File: src/rtl/ram_stream_loader.sv
// rtl/ram_stream_loader.sv - loads bytes into an external 16x8 RAM, then streams them out in address order
module ram_stream_loader (
    input  logic       clk,
    input  logic       rst,
    input  logic       s_valid,
    input  logic [7:0] s_data,
    output logic       s_ready,
    input  logic       start_dump,
    output logic       m_valid,
    output logic [7:0] m_data,
    input  logic       m_ready,
    output logic       ram_we,
    output logic [3:0] ram_inaddr,
    output logic [7:0] ram_din,
    output logic [3:0] ram_outaddr,
    input  logic [7:0] ram_dout,
    output logic [4:0] level,
    output logic       busy,
    output logic       done
);

    typedef enum logic [1:0] {IDLE, FETCH, SEND} state_t;

    state_t     state;
    state_t     state_nxt;
    logic [3:0] wr_ptr;
    logic [3:0] rd_ptr;
    logic       accept;
    logic       last_word;
    logic [4:0] eff_level;

    assign s_ready     = (state == IDLE) && (level != 5'd16);
    assign accept      = s_valid && s_ready && !rst;
    assign ram_we      = accept;
    assign ram_inaddr  = wr_ptr;
    assign ram_din     = s_data;
    assign ram_outaddr = rd_ptr;
    assign busy        = (state != IDLE);
    // A byte accepted in the same cycle as start_dump belongs to that dump.
    assign eff_level   = level + {4'b0000, accept};
    assign last_word   = ({1'b0, rd_ptr} == (level - 5'd1));

    always_comb begin
        state_nxt = state;
        case (state)
            IDLE:    if (start_dump && (eff_level != 5'd0)) state_nxt = FETCH;
            FETCH:   state_nxt = SEND;
            SEND:    if (m_ready) state_nxt = last_word ? IDLE : FETCH;
            default: state_nxt = IDLE;
        endcase
    end

    always_ff @(posedge clk) begin
        if (rst) state <= IDLE;
        else     state <= state_nxt;
    end

    always_ff @(posedge clk) begin
        if (rst) begin
            wr_ptr  <= 4'd0;
            rd_ptr  <= 4'd0;
            level   <= 5'd0;
            m_valid <= 1'b0;
            m_data  <= 8'h00;
            done    <= 1'b0;
        end else begin
            done <= 1'b0;
            case (state)
                IDLE: begin
                    if (accept) begin
                        wr_ptr <= wr_ptr + 4'd1;
                        level  <= level + 5'd1;
                    end
                    if (start_dump) begin
                        if (eff_level != 5'd0) rd_ptr <= 4'd0;
                        else                   done   <= 1'b1;
                    end
                end
                FETCH: begin
                    m_data  <= ram_dout;
                    m_valid <= 1'b1;
                end
                SEND: begin
                    if (m_ready) begin
                        m_valid <= 1'b0;
                        if (last_word) begin
                            done   <= 1'b1;
                            level  <= 5'd0;
                            wr_ptr <= 4'd0;
                        end else begin
                            rd_ptr <= rd_ptr + 4'd1;
                        end
                    end
                end
                default: ;
            endcase
        end
    end

endmodule

File: config.mk
export PLATFORM = sky130hd
export DESIGN_NAME = ram_stream_loader
export DESIGN_NICKNAME = d
export VERILOG_FILES = /design/src/rtl/ram_stream_loader.sv
export SDC_FILE = /design/constraint.sdc
export NUM_CORES = 1
export LEC_CHECK = 0
export BUFFER_PORTS_ARGS = -buffer_cell sky130_fd_sc_hd__buf_4
export CORE_MARGIN = 3
export CORE_UTILIZATION = 45
export CTS_CLUSTER_DIAMETER = 120
export DETAILED_ROUTE_END_ITERATION = 7
export GPL_ROUTABILITY_DRIVEN = 0
export HOLD_SLACK_MARGIN = 0.12
export PLACE_DENSITY = 0.75
export SKIP_LAST_GASP = 1
export SLEW_MARGIN = 10
export SYNTH_ARGS = -nofsm -noshare
export SYNTH_HDL_FRONTEND = slang
export SYNTH_SLANG_ARGS = --single-unit
File: constraint.sdc
create_clock -name clk -period 5.81 [get_ports clk]
set_clock_uncertainty 0.2 [all_clocks]
set_input_delay 0.8715 -clock clk [delete_from_list [all_inputs] [get_ports clk]]
set_output_delay 0.8715 -clock clk [all_outputs]
set_load 0.02 [all_outputs]
# Yosys cells after proc, flatten, opt, wreduce, memory -nomap -nowiden

Cells that the tools add are included.

RAM bits: 0
Word-level logic and storage cells: 61
Register bits after elaboration: 25
Latch bits: 0
Memories kept: 0
Bits in read-only memories: 0

Divide/modulo/power cells: 0
$lt $le $gt $ge: 0
Muxes and demuxes: 24
Equal/unequal tests: 11
Reductions and logical operators: 14
Shifts and indexed selects: 0
Bitwise gates (word level): 0
$add $sub $neg: 5
$mul: 0

Operators by type and width:

| operator                                                                | number |
|---|---|
| 4-bit two-way mux                                                       | 7 |
| 4-bit one-hot mux with 2 select lines                                   | 2 |
| 5-bit two-way mux                                                       | 3 |
| 2-bit inequality test, second input constant                            | 5 |
| 5-bit one-hot mux with 2 select lines                                   | 1 |
| 4-bit by 1-bit adder with 4-bit output, second input constant           | 2 |
| 1-bit two-way mux                                                       | 6 |
| 2-bit one-hot mux with 3 select lines                                   | 1 |
| 2-bit nonzero test                                                      | 3 |
| 5-bit by 1-bit adder with 5-bit output                                  | 1 |
| 5-bit by 1-bit adder with 5-bit output, second input constant           | 1 |
| 4-bit by 5-bit == test with 1-bit output                                | 1 |
| 5-bit inequality test, second input constant                            | 1 |
| 5-bit AND reduction                                                     | 1 |
| 5-bit nonzero test                                                      | 1 |
| 5-bit by 1-bit subtractor with 5-bit output, second input constant      | 1 |
| 1-bit logical AND                                                       | 4 |
| 2-bit two-way mux                                                       | 2 |
| 2-bit by 1-bit inequality test with 1-bit output, second input constant | 2 |
| 1-bit one-hot mux with 2 select lines                                   | 2 |
| 2-bit AND reduction                                                     | 2 |
| 4-bit AND reduction                                                     | 1 |
| 2-bit by 1-bit == test with 1-bit output, second input constant         | 1 |
| 2-bit == test, second input constant                                    | 1 |
| other kinds (2)                                                         | 2 |

# Longest topological paths before layout

Gate-level depths: netlist (run 1).

Depth in word-level cells: 9
Gate-level depth with buffers: 11
Depth with buffers taken out: 11

# Least setup slack after synthesis (run 1)

No wires, ideal clock.

Path type: in2reg
Start: input port rst
End: register rd_ptr[1], in the netlist ram_outaddr[1]
Required time: 5.478 ns
Setup time: 0.132 ns
Setup slack: 2.209 ns
Arrival time: 3.268 ns
Stages: 10
Path through: nand2b_1 > a311oi_4 > ha_1 > ha_1 > or4_1 > or3_1 > o41a_1 > o211ai_2 > or2_2 > a21oi_1

Longest elaborated chain between the ends: 6

Ends and longest elaborated chain:

| item                                                       | line | source |
|---|---|---|
| from (decl)                                                | 4    | `input logic rst,` |
| 1-bit zero test                                            | 33   | `assign accept = s_valid && s_ready && !rst;` |
| 1-bit logical AND                                          | 33   |  |
| via ram_we                                                 | 12   | `output logic ram_we,` |
| 5-bit by 1-bit adder with 5-bit output                     | 40   | `assign eff_level = level + {4'b0000, accept};` |
| 5-bit nonzero test                                         | 75   | `if (eff_level != 5'd0) rd_ptr <= 4'd0;` |
| 2-bit by 1-bit inequality test with 1-bit output (no line) | n/a  |  |
| 5-bit AND reduction (no line)                              | n/a  |  |
| to (signal assigned)                                       | 91   | `rd_ptr <= rd_ptr + 4'd1;` |
| to (decl)                                                  | 27   | `logic [3:0] rd_ptr;` |

The timed path passes the listed nets, and every way through them passes these cells.
A chain may end at the register's enable or synchronous reset.

# Worst setup path after layout (run 1)

Start: register level[0]
End: register rd_ptr[2], in the netlist ram_outaddr[2]

Longest elaborated chain between the ends: 8

Ends and longest elaborated chain:

| item                                                       | line | source |
|---|---|---|
| from (decl)                                                | 17   | `output logic [4:0] level,` |
| from (signal assigned)                                     | 72   | `level <= level + 5'd1;` |
| 5-bit inequality test                                      | 32   | `assign s_ready = (state == IDLE) && (level != 5'd16);` |
| 1-bit logical AND                                          | 32   |  |
| 1-bit logical AND (2 in series)                            | 33   |  |
| 5-bit by 1-bit adder with 5-bit output                     | 40   |  |
| 5-bit nonzero test                                         | 75   |  |
| 2-bit by 1-bit inequality test with 1-bit output (no line) | n/a  |  |
| 5-bit AND reduction (no line) (*)                          | n/a  |  |

Mark *: on every way between the ends. The rest lies on a longest branch, timed or not.

==> impl_metrics.json, run 1 <==
{
  "maxCapViolations": 0,
  "clkTransAtPathRegs_ns": 0.15,
  "crit_path_top_delay_cell": "dfxtp_1",
  "cp-end-kind": "register",
  "fin_nets": 220,
  "grt_max_degree": 23,
  "irDropWorstVdd_v": 0.000103,
  "yosys.cell_count.top_type": "dfxtp_1",
  "tightestPinTransition_ns": 0.565,
  "setup-tns-final_ns": 0,
  "max-slew-margin-rel": 0.618,
  "ys_seq_area_frac": 0.368,
  "root_buffer": "clkbuf_4",
  "syn_avg_cell_area_um2": 8.29,
  "fin_crit_sh": 0.625,
  "postCtsSetupRepairBufs": 0,
  "crit_chain": "inv_1, ha_1, a311oi_4, ha_1, ha_1, or4_1, or3_1, o41a_1, o211ai_2, nor2_1, nor3_1",
  "antenna_found_initial": 0,
  "antenna_cells": 0,
  "cts.path.max_buffers": 2,
  "r2r_slack_ns": 2.18,
  "num_vias": 1191,
  "async_flop_share": 0,
  "fmax_mhz": 276,
  "yosysTopAreaCell": "dfxtp_1",
  "finalHoldViolCount": 0,
  "hold_ws_ns": 0.268,
  "cp_slowest_stage_delay_ns": 0.56,
  "groute.usage.overall": 0.167,
  "dieHeight_um": 61.0,
  "dp_hpwl_um": 2320,
  "cts_hold_buf": 0,
  "start_kind": "register",
  "hold_depth": 2,
  "fin_crit_ns": 3.63,
  "first_iter_violations": 35,
  "crit_family": "simple AND/OR/NAND/NOR gates",
  "crit_fanout": 9,
  "clock_latency_ns": 0.32,
  "h-tree-depth": 1,
  "grt_pass1_wl_um": 4800,
  "final-setup-viol-count": 0,
  "holdPathEnd": "m_data[0]",
  "num_io_pins": 55,
  "numPortBuffers": 38,
  "drive_gt1_frac": 0.251,
  "dp.cells": 218,
  "routed_wl_um": 3030,
  "post_cts_resized": 0,
  "avgViaCountPerCell": 5.36,
  "cp.required_ns": 5.85,
  "numCtsBuffers": 3,
  "reg2reg_to": "ram_outaddr[2]",
  "power.density_nw_per_um2": 224,
  "synth_edf_count": 0,
  "synth.top_cell.area_share": 0.368,
  "cp_num_buf_inv": 1,
  "yosys_warnings": 0,
  "wl_per_cell_um": 13.7,
  "syn_inst": 164,
  "r2r_start": "level[0]",
  "reg2reg_depth": 11,
  "synth_commonest_cells": "dfxtp_1, nand2_1, nor2_1, a21oi_1, xnor2_1",
  "drc": 0,
  "firstDrtPassIters": 4,
  "fin_cells": 222,
  "die_x_um": 61.0,
  "syn_nets": 192,
  "path_class": "register to register",
  "synth_area_um2": 1360,
  "start_util": 0.481,
  "cp.arrival_ns": 3.67,
  "rows": 19,
  "p_leak_nw": 0.660,
  "run_status": "finished clean",
  "slew_viol_final": 0,
  "ys_ff_latch": 25,
  "overflow": 0,
  "cpMostUsedCell": "ha_1",
  "cts_num_sinks": 25,
  "cts_tree": "built",
  "area_growth_pct": 19.5,
  "fin_util": 0.575,
  "synth_ff_type": "dfxtp_1",
  "post_synth_num_cell_types": 36,
  "grt_pass1_vias": 1116,
  "rsz0062_at_grt": "no",
  "synth.area.top_cells": "dfxtp_1, ha_1, nand2_1, xnor2_1, a21oi_1",
  "worstHoldStart": "m_data[0]",
  "dieArea_um2": 3720,
  "coreArea_um2": 2830,
  "final_antenna_net_count": 0,
  "hp-class": "register to register"
}
-- placed cells by master (no fill, tap or decap), types with 3 or more instances in the layout --
cell	count
dfxtp_1	25
nor3_1	6
nand3_1	5
ha_1	7
nor3b_1	3
nor2b_1	3
nand2_1	23
nor2_1	16
a21oi_1	15
xnor2_1	9
inv_1	5
buf_4	38
nand2b_1	3
clkbuf_4	3
-- metal layers --
layer | track usage | vias up | part of all wire
met4 | 0.0743 | 0 | 0.0099
met2 | 0.269 | 22 | 0.50
li1 | - | 604 | -
met5 | 0 | - | 0
met3 | 0.0277 | 4 | 0.044
met1 | 0.220 | 561 | 0.45
-- sequential cells by signal, summed over array words and instances, names as in the netlist --
signal	count
m_valid	1
state	2
done	1
m_data	8
ram_inaddr	4
level	5
ram_outaddr	4
-- worst register-to-register path, cell delays in order, from the launching register on --
cell and delay, ns:
dfxtp_1 0.56, inv_1 0.11, ha_1 0.26, a311oi_4 0.50, ha_1 0.26, ha_1 0.24, or4_1 0.49, or3_1 0.39
o41a_1 0.14, o211ai_2 0.13, nor2_1 0.09, nor3_1 0.19
-- per-stage QoR --
step           cell area, um2  worst slack (ns)  total power [mW]
6_report                 1630              2.18             0.364
5_1_grt                  1630              2.00             0.386
4_1_cts                  1630              2.19             0.368
3_5_place_dp             1600              1.91             0.288
3_3_place_gp             1600              2.05             0.285
2_1_floorplan            1360              2.21             0.262
-- worst max path at each step --
stage | endpoint | depth (start not counted) | slack (ns) | startpoint
5_1_grt | ram_outaddr[2] | 11 | 2.00 | level[0]
6_report | ram_outaddr[2] | 11 | 2.18 | level[0]
3_3_place_gp | ram_outaddr[1] | 11 | 2.05 | rst
4_1_cts | ram_outaddr[2] | 11 | 2.19 | level[0]
2_1_floorplan | ram_outaddr[1] | 10 | 2.21 | rst
3_5_place_dp | ram_outaddr[1] | 11 | 1.91 | rst
-- cell type report --
class | count | area [um2]
Timing Repair Buffer | 38 | 285
Inverter | 5 | 18.8
Tap cell | 31 | 38.8
Clock inverter | 1 | 7.51
Multi-Input combinational cell | 119 | 752
Sequential cell | 25 | 500
Fill cell | 257 | 1200
Clock buffer | 3 | 22.5
-- cell families (layout without fill, tap and decap cells) --
family | count (synthesis) | in the layout | share of synthesized area
AOI/OAI and AO/OA | 30 | 30 | 0.161
and+or+nand+nor | 70 | 70 | 0.249
muxes | 1 | 1 | 0.00736
adders and majority gates | 7 | 7 | 0.0644
xor gates and xnor gates | 11 | 11 | 0.0708
buffers and inverters | 20 | 47 | 0.0791
DFF | 25 | 25 | 0.368
-- power breakdown --
part	switching, mW	internal [mW]	total [mW]
registers	0.00934	0.180	0.190
logic	0.0519	0.0422	0.0941
clock network	0.0543	0.0262	0.0805
total	0.116	0.249	0.364
No activity file was read; power rests on OpenSTA's default activity.
==> run 2, diff against run 1 <==
--- a/config.mk
+++ b/config.mk
@@ -5,6 +5,7 @@
 export SDC_FILE = /design/constraint.sdc
 export NUM_CORES = 1
 export LEC_CHECK = 0
+export ABC_AREA = 1
 export BUFFER_PORTS_ARGS = -buffer_cell sky130_fd_sc_hd__buf_4
 export CORE_MARGIN = 3
 export CORE_UTILIZATION = 45
@@ -12,7 +13,7 @@
 export DETAILED_ROUTE_END_ITERATION = 7
 export GPL_ROUTABILITY_DRIVEN = 0
 export HOLD_SLACK_MARGIN = 0.12
-export PLACE_DENSITY = 0.75
+export PLACE_DENSITY = 0.76
 export SKIP_LAST_GASP = 1
 export SLEW_MARGIN = 10
 export SYNTH_ARGS = -nofsm -noshare
==> constraint.sdc (replaced) <==
create_clock -name clk -period 2.95 [get_ports clk]
set_clock_uncertainty 0.2 [all_clocks]
set_input_delay 0.4425 -clock clk [delete_from_list [all_inputs] [get_ports clk]]
set_output_delay 0.4425 -clock clk [all_outputs]
set_load 0.02 [all_outputs]
==> run 2 against run 1 <==
Effect of this change: synthesized area rose by 14%; flip-flop and latch count stayed put; first-iteration DRC count increased by 140%; clock power is 100% higher; die area increased by 12%; combinational power rose to 4.0 times the previous value; register-to-register slack got worse by 1.9 ns; final area grew 16%; core utilization up 2.2 points; hold slack lost 0.15 ns; non-clock buffer count increased by 5; critical endpoint is now ram_outaddr[1].
==> impl_metrics.json, run 2 <==
{
  "top_register": "m_data",
  "largest_reg_flops": 8,
  "crit_family": "simple AND/OR/NAND/NOR gates",
  "synth.area.top_cells": "dfxtp_1, nand2_1, nor2_1, nand3_1, ha_1",
  "power.density_nw_per_um2": 506,
  "layout_commonest_cell": "nand2_1",
  "drive_gt1_frac": 0.268,
  "maxCapViolations": 0,
  "stdcell_area_um2": 1880,
  "yosys.cell_count.top_type": "nand2_1",
  "cts_num_sinks": 25,
  "fin_crit_sh": 0.918,
  "first_iter_violations": 85,
  "synth.top_cell.area_share": 0.324,
  "numCtsBuffers": 3,
  "fin_util": 0.596,
  "ys_ff_latch": 25,
  "hp-class": "input pin to register",
  "routed_wl_um": 3580,
  "antenna_cells": 0,
  "rsz0062_at_grt": "no",
  "dpl_cell_area_um2": 1830,
  "cp_num_buf_inv": 2,
  "clkTransAtPathRegs_ns": 0.15,
  "cp_slowest_stage_delay_ns": 0.42,
  "path_class": "register to register",
  "dieArea_um2": 4180,
  "post_synth_num_cell_types": 28,
  "start_util": 0.490,
  "avgViaCountPerCell": 4.84,
  "fin_cells": 301,
  "synth_area_um2": 1550,
  "syn_avg_cell_area_um2": 6.97,
  "antenna_found_initial": 0,
  "highest_layer": "met4",
  "drc": 0,
  "synth_edf_count": 0,
  "setup-tns-final_ns": 0,
  "firstDrtPassIters": 4,
  "seqPwrFrac": 0.433,
  "postCtsSetupRepairBufs": 0,
  "dieHeight_um": 64.6,
  "num_vias": 1456,
  "switchingPower_mw": 0.382,
  "rows": 20,
  "groute.usage.overall": 0.180,
  "root_buffer": "clkbuf_4",
  "cp-end-kind": "register",
  "grt_pass1_vias": 1364,
  "power_mw": 0.951,
  "fin_nets": 286,
  "combPwrFrac": 0.393,
  "ys_seq_area_frac": 0.324,
  "num_io_pins": 55,
  "top_regs": "m_data x8, level x5",
  "finalHoldViolCount": 0,
  "async_flop_share": 0,
  "internal_power_mw": 0.569,
  "synth_commonest_cells": "nand2_1, nor2_1, dfxtp_1, inv_1, nand3_1",
  "dp_hpwl_um": 2810,
  "cp.required_ns": 3.00,
  "switching_share": 0.402,
  "grt_max_degree": 18,
  "p_clk_frac": 0.174,
  "die_x_um": 64.6,
  "tightestPinTransition_ns": 0.559,
  "cts_tree": "built",
  "dr_wl_met2_um": 1710,
  "final_antenna_net_count": 0,
  "area_growth_pct": 21.5,
  "p_leak_nw": 0.885,
  "fin_crit_ns": 2.71,
  "slew_viol_final": 0,
  "crit_chain": "inv_2, ha_1, a31oi_4, nand3_2, inv_2, ha_1, ha_1, nor2_1, nand2_1, nor2_1, nand2_1, nor2_2, nor2_1, nand3_2, nand2_1, nand2_1, nor2_1",
  "numPortBuffers": 38,
  "grt_pass1_wl_um": 6110,
  "yosys_warnings": 0,
  "layout_common_cells": "nand2_1, buf_4, nor2_1, dfxtp_1, nand3_1",
  "cp.arrival_ns": 2.75,
  "irDropWorstVdd_v": 0.000326,
  "clock_latency_ns": 0.33,
  "yosysTopAreaCell": "dfxtp_1",
  "final-setup-viol-count": 0,
  "max-slew-margin-rel": 0.626,
  "dp.cells": 296,
  "coreArea_um2": 3150,
  "wl_per_cell_um": 11.9,
  "run_status": "finished clean",
  "synth_ff_type": "dfxtp_1",
  "h-tree-depth": 1,
  "overflow": 0,
  "drt-met1-wl_um": 1650,
  "crit_path_top_delay_cell": "dfxtp_4",
  "fmax_mhz": 369,
  "start_kind": "register",
  "syn_nets": 250,
  "cts.path.max_buffers": 2,
  "met3WireLength_um": 174,
  "crit_fanout": 7,
  "syn_inst": 222
}
-- run 2: changes by cell type in the layout (fill, tap and decap cells not counted), sizes merged, moves of 4 or more --
cell	before	now
nand2	23	52
nor2	16	41
nand3	5	24
inv	5	23
o21ai	2	11
xnor2	9	3
buf	38	42
nor3	6	2
-- run 2: cells by family (layout without fill, tap and decap cells) --
family / Yosys count / after routing / synth area share
simple gates: 121 / 121 / 0.357
buf+inv: 36 / 71 / 0.117
compound gates: 26 / 26 / 0.107
flops: 25 / 25 / 0.324
fa+ha+maj: 7 / 7 / 0.0566
xor+xnor: 7 / 7 / 0.0396
-- run 2: stage by stage --
| step | setup WS [ns] | hold WS, ns |
|---|---|---|
| after global placement | 0.244 | 0.284 |
| after global routing | 0.0184 | 0.133 |
| after detailed placement | 0.144 | 0.295 |
| final | 0.242 | 0.119 |
| after floorplan | 0.0251 | 0.334 |
| after CTS | 0.127 | 0.121 |
-- run 2: path summary, 6_finish.rpt --
| check | startpoint | to | slack [ns] | cells after the start |
|---|---|---|---|---|
| setup reg to reg | level[0] | ram_outaddr[1] | 0.24 | 17 |
| hold reg to reg | ram_inaddr[3] | ram_inaddr[3] | 0.31 | 2 |
| hold / removal | ram_dout[4] | m_data[4] | 0.12 | 3 |
| setup / recovery | level[0] | ram_outaddr[1] | 0.24 | 17 |
-- run 2: metal layers --
layer / vias to the layer above / GRT usage
met4: 0 / 0.0422
li1: 768 / -
met3: 6 / 0.0381
met1: 649 / 0.235
met5: - / 0
met2: 33 / 0.303
-- run 2: what timing repair did --
action / in CTS / in global routing
hold buffers: 1 / 0
setup endpoints to repair: 0 / 6
resized for setup: 0 / 5
endpoints found under the hold margin: 1 / 0
-- run 2: worst register-to-register path, delay by kind of cell (launching register included) --
kind                     cells  cell delay [ns]
flip-flops                   1             0.42
AND/OR/NAND/NOR             11             0.94
adder cells (fa/ha/maj)      3             0.67
AO/OA/AOI/OAI                1             0.20
buffers and inverters        2             0.19
-- run 2: cell type report --
type	count	area, um2
clock buffer	3	22.5
timing repair buffer	43	325
multi-input combinational	161	871
fill	312	1270
inverter	24	90.1
tap	44	55.1
sequential	25	508
clock inverter	1	7.51
-- run 2: power by group through the flow --
stage          registers [mW]  clock network, mW  logic, mW
3_5_place_dp            0.419                  0      0.371
5_1_grt                 0.419              0.175      0.417
2_1_floorplan           0.457                  0      0.216
4_1_cts                 0.412              0.165      0.373
3_3_place_gp            0.417                  0      0.367
6_report                0.412              0.165      0.374
